File: src/rtl/rx_ctrl_sched.sv
// Rx control/scheduling block: staged Rx configuration committed only while the
// Rx engine is idle, plus a small receive FIFO with per-byte error flags and host flags.
module rx_ctrl_sched #(
  parameter int          DEPTH     = 4,
  parameter int          AW        = 2,
  parameter logic [18:0] DEFAULT_K = 19'd10416
) (
  input  logic        clk,
  input  logic        rst,
  input  logic        cfg_we,
  input  logic [21:0] cfg_wdata,
  input  logic        rx_busy,
  input  logic        rx_done,
  input  logic [7:0]  rx_data,
  input  logic        rx_perr,
  input  logic        rx_ferr,
  input  logic        reads,
  output logic [18:0] k,
  output logic        eight,
  output logic        p_en,
  output logic        even,
  output logic        cfg_pend,
  output logic [7:0]  data_out,
  output logic        parity_err,
  output logic        frame_err,
  output logic        rx_rdy,
  output logic        overflow,
  output logic        irq
);

  typedef enum logic {CFG_IDLE, CFG_PEND} cfg_state_e;

  cfg_state_e  state_q, state_d;
  logic [21:0] stage_q, stage_d;
  logic [18:0] k_q, k_d;
  logic        eight_q, eight_d;
  logic        p_en_q, p_en_d;
  logic        even_q, even_d;

  logic [9:0]  mem_q [DEPTH];
  logic [9:0]  mem_d [DEPTH];
  logic [AW:0] wr_ptr_q, wr_ptr_d;
  logic [AW:0] rd_ptr_q, rd_ptr_d;
  logic        overflow_q, overflow_d;
  logic        irq_q, irq_d;

  logic        empty, full, pop, push, drop;
  logic [9:0]  head, entry;

  // A new write always beats a commit, so the last staged word is what lands.
  always_comb begin
    state_d = state_q;
    stage_d = stage_q;
    k_d     = k_q;
    eight_d = eight_q;
    p_en_d  = p_en_q;
    even_d  = even_q;
    case (state_q)
      CFG_IDLE: begin
        if (cfg_we) begin
          stage_d = cfg_wdata;
          state_d = CFG_PEND;
        end
      end
      CFG_PEND: begin
        if (cfg_we) begin
          stage_d = cfg_wdata;
        end else if (!rx_busy) begin
          k_d     = stage_q[18:0];
          eight_d = stage_q[19];
          p_en_d  = stage_q[20];
          even_d  = stage_q[21];
          state_d = CFG_IDLE;
        end
      end
      default: state_d = CFG_IDLE;
    endcase
  end

  assign empty = (wr_ptr_q == rd_ptr_q);
  assign full  = (wr_ptr_q[AW] != rd_ptr_q[AW]) &&
                 (wr_ptr_q[AW-1:0] == rd_ptr_q[AW-1:0]);
  assign pop   = reads && !empty;
  assign push  = rx_done && (!full || pop);
  assign drop  = rx_done && full && !pop;
  assign head  = mem_q[rd_ptr_q[AW-1:0]];
  assign entry = {rx_ferr, rx_perr, rx_data[7] & eight_q, rx_data[6:0]};

  always_comb begin
    mem_d      = mem_q;
    wr_ptr_d   = wr_ptr_q;
    rd_ptr_d   = rd_ptr_q;
    overflow_d = overflow_q;
    if (push) begin
      mem_d[wr_ptr_q[AW-1:0]] = entry;
      wr_ptr_d = wr_ptr_q + {{AW{1'b0}}, 1'b1};
    end
    if (pop) begin
      rd_ptr_d = rd_ptr_q + {{AW{1'b0}}, 1'b1};
    end
    // A drop in the same cycle as a read leaves the sticky flag set.
    if (drop) begin
      overflow_d = 1'b1;
    end else if (reads) begin
      overflow_d = 1'b0;
    end
    irq_d = rx_rdy | overflow_q;
  end

  always_ff @(posedge clk or negedge rst) begin
    if (!rst) begin
      state_q    <= CFG_IDLE;
      stage_q    <= '0;
      k_q        <= DEFAULT_K;
      eight_q    <= 1'b1;
      p_en_q     <= 1'b0;
      even_q     <= 1'b0;
      for (int i = 0; i < DEPTH; i++) mem_q[i] <= '0;
      wr_ptr_q   <= '0;
      rd_ptr_q   <= '0;
      overflow_q <= 1'b0;
      irq_q      <= 1'b0;
    end else begin
      state_q    <= state_d;
      stage_q    <= stage_d;
      k_q        <= k_d;
      eight_q    <= eight_d;
      p_en_q     <= p_en_d;
      even_q     <= even_d;
      mem_q      <= mem_d;
      wr_ptr_q   <= wr_ptr_d;
      rd_ptr_q   <= rd_ptr_d;
      overflow_q <= overflow_d;
      irq_q      <= irq_d;
    end
  end

  assign k          = k_q;
  assign eight      = eight_q;
  assign p_en       = p_en_q;
  assign even       = even_q;
  assign cfg_pend   = (state_q == CFG_PEND);
  assign data_out   = empty ? 8'h00 : head[7:0];
  assign parity_err = empty ? 1'b0 : head[8];
  assign frame_err  = empty ? 1'b0 : head[9];
  assign rx_rdy     = !empty;
  assign overflow   = overflow_q;
  assign irq        = irq_q;

endmodule

File: config.mk
export PLATFORM = sky130hd
export DESIGN_NAME = rx_ctrl_sched
export DESIGN_NICKNAME = d
export VERILOG_FILES = /design/src/rtl/rx_ctrl_sched.sv
export SDC_FILE = /design/constraint.sdc
export NUM_CORES = 1
export LEC_CHECK = 0
export ABC_AREA = 1
export ABC_CLOCK_PERIOD_IN_PS = 2000
export CAP_MARGIN = 25
export CORE_MARGIN = 5
export CORE_UTILIZATION = 40
export DETAILED_ROUTE_END_ITERATION = 10
export PLACE_DENSITY_LB_ADDON = 0.05
export SLEW_MARGIN = 20
export SYNTH_ARGS = -nofsm -noshare
export SYNTH_HDL_FRONTEND = slang
export SYNTH_SLANG_ARGS = --single-unit
File: constraint.sdc
create_clock -name clk -period 2 [get_ports clk]
set_input_delay 0.3 -clock clk [delete_from_list [all_inputs] [get_ports clk]]
set_output_delay 0.3 -clock clk [all_outputs]
set_load 0.01 [all_outputs]
==> impl_metrics.ini <==
[run_status]
status = complete, no violations

[drt]
drt-wirelength-per-cell_um = 14.7
wl_met1_um = 4870
routed.top_layer = met4
wl_met3_um = 600
drt-total-wl_um = 10300
dr.first_iter.drc_count = 136
vias = 3466
drtAntennaViolNets = 0
wl_met2_um = 4720
drc_errors = 0
viasPerCell = 4.94
dr.pass1.iters = 5

[floorplan]
die_h_um = 112
fp.dieW_um = 112
core_um2 = 10200
ios = 74
start_util_pct = 40.5
dieArea_um2 = 12500
num_rows = 37

[sta]
tightest_slew_ns = 0.565
slew_headroom_pct = 62.4
clock.fmax_ghz = 0.534
finalSetupViolCount = 0
fin_crit_sh_pct = 93.6
whs_ns = 0.307
finalSetupTns_ns = 0
slew_violations = 0
clock_skew_ns = 0.0113
fin_crit_ns = 1.87
hold_viol_final = 0

[setup_path]
critical_path_class = flip-flop to output pin
end_kind = output pin
crit_path_max_fanout = 5
required_ns = 1.70
critPathLaunchType = flip-flop
arrival_ns = 1.57

[placed_design]
gp_congestion = 0.793
port_buffers = 73
dp_cells = 680
dp_hpwl_um = 6830

[logic_synthesis]
ys_ff_latch = 93
synth.distinct_cells = 19
avgSynthCellArea_um2 = 8.60
yosysTopAreaCellShare_pct = 52.5
netlist_area_um2 = 4150
synthesis.nets = 525
synth_top_cell_by_area = dfrtp_1
synth_area_leaders = dfrtp_1, nand2_1, o21ai_0
ys_warn_count = 0
synth_cells = 482
yosysSeqAreaShare_pct = 56.3

[layout]
layout_commonest_cell = nand2_1
fin_cells = 701
drive_gt1_share_pct = 12.4
syn_to_final_growth_pct = 28.2
fill_cells = 991
nets = 604
num_antenna_cells = 0
final_cell_mix = nand2_1, dfrtp_1, o21ai_0

[global_routing]
overflow = 0
grt_pass1_vias = 3616
grt_pass1_wl_um = 17900
grt_max_degree = 46
grt_antenna_before_repair = 0
grt_usage_pct = 17.4

[cts]
cts_buffer_depth = 2
clkLatencyLatePin_ns = 0.35
cts_tree = yes
clkSlewWorstSetupHoldPaths_ns = 0.08
h-tree-depth = 3
numCtsBuffers = 9
clock-root-buffer = clkbuf_8
cts_sinks = 93

[pwr]
p_leak_uw = 0.00263
powerDensity_nw_per_um2 = 1370
ir_worst_vdd_mv = 0.578
power_uw = 7300

[min_path]
hp-class = input port to async pin

[run]
drv_cap = 0
## report_power, final
group,internal [uW],switching [uW],leakage (uW),total (uW)
clock network,675,643,0.000108,1320
registers,2460,327,0.00114,2790
logic,1370,1820,0.00138,3190
total,4510,2790,0.00263,7300
## per-layer routing
layer / global-route usage [%] / vias to the layer above
li1: - / 1727
met4: 6.65 / 0
met2: 26.9 / 88
met3: 4.29 / 8
met5: 0 / -
met1: 23.7 / 1643
## worst paths after layout
kind	from	end	slack, ns	depth (start not counted)
worst min register to register	mem_q[13]	mem_q[13]	0.47	2
worst min-delay path	rst	mem_q[7]	0.31	2
worst max register to register	wr_ptr_q[1]	mem_q[17]	0.28	11
max in group asynchronous	rst	mem_q[33]	1.04	3
min in group clk	mem_q[13]	mem_q[13]	0.47	2
worst max-delay path	wr_ptr_q[1]	rx_rdy	0.13	7
## critical path, stage by stage (launching register included)
cell	delay, ns
dfrtp_1	0.39
inv_1	0.09
nand2_1	0.06
nand2_1	0.06
nor2_2	0.14
nand2_2	0.12
buf_6	0.16
clkdlybuf4s15_1	0.23
## stage by stage
| step | instance area [um^2] | util, % | setup WS [ns] |
|---|---|---|---|
| after floorplan | 4150 | - | 0.542 |
| after detailed placement | 5080 | 49.6 | 0.0569 |
| after global placement | 5080 | 49.6 | 0.101 |
| final | 5310 | 51.9 | 0.127 |
| after CTS | 5340 | 52.2 | 0.00735 |
| after global routing | 5310 | 51.9 | -0.00481 |
## flip-flops by register name (all words and copies together), names as in the netlist, 3 cells and up
register	cells
stage_q	22
mem_q	40
k	19
wr_ptr_q	3
rd_ptr_q	3
## layout make-up
class	instances	area [um^2]	area share, %
well taps	136	170	3.20
clock inverters	3	43.8	0.824
flip-flops and latches	93	2340	44.0
clock buffers	12	165	3.11
repair buffers	99	932	17.5
multi-input cells	318	1520	28.5
inverters	40	150	2.83
## logic make-up after synthesis
kind of cell | share of synthesized area, %
flops | 56.3
simple gates | 25.2
fa+ha+maj | 1.51
compound gates | 9.48
xor+xnor | 0.211
buf+inv | 7.30
## cells in the mapped netlist
cell / count
nand2_2: 1
dfrtp_1: 87
nand3_4: 3
nand3_1: 7
nor2_2: 1
nand2_1: 159
xnor2_1: 1
dfstp_2: 6
nor2_1: 24
buf_1: 5
nand4_1: 41
buf_6: 4
o22ai_1: 10
buf_2: 5
inv_2: 2
clkbuf_1: 17
o21ai_0: 66
inv_1: 38
ha_1: 5
## repair_timing
item	in CTS	in global routing
hold buffers	1	0
gates resized for setup	29	16
endpoints found under the setup margin	11	22
gates cloned	1	0
pin swaps	2	2
setup buffers	4	1
endpoints found under the hold margin	5	0
Note: power is estimated with default switching activity, not from simulation.
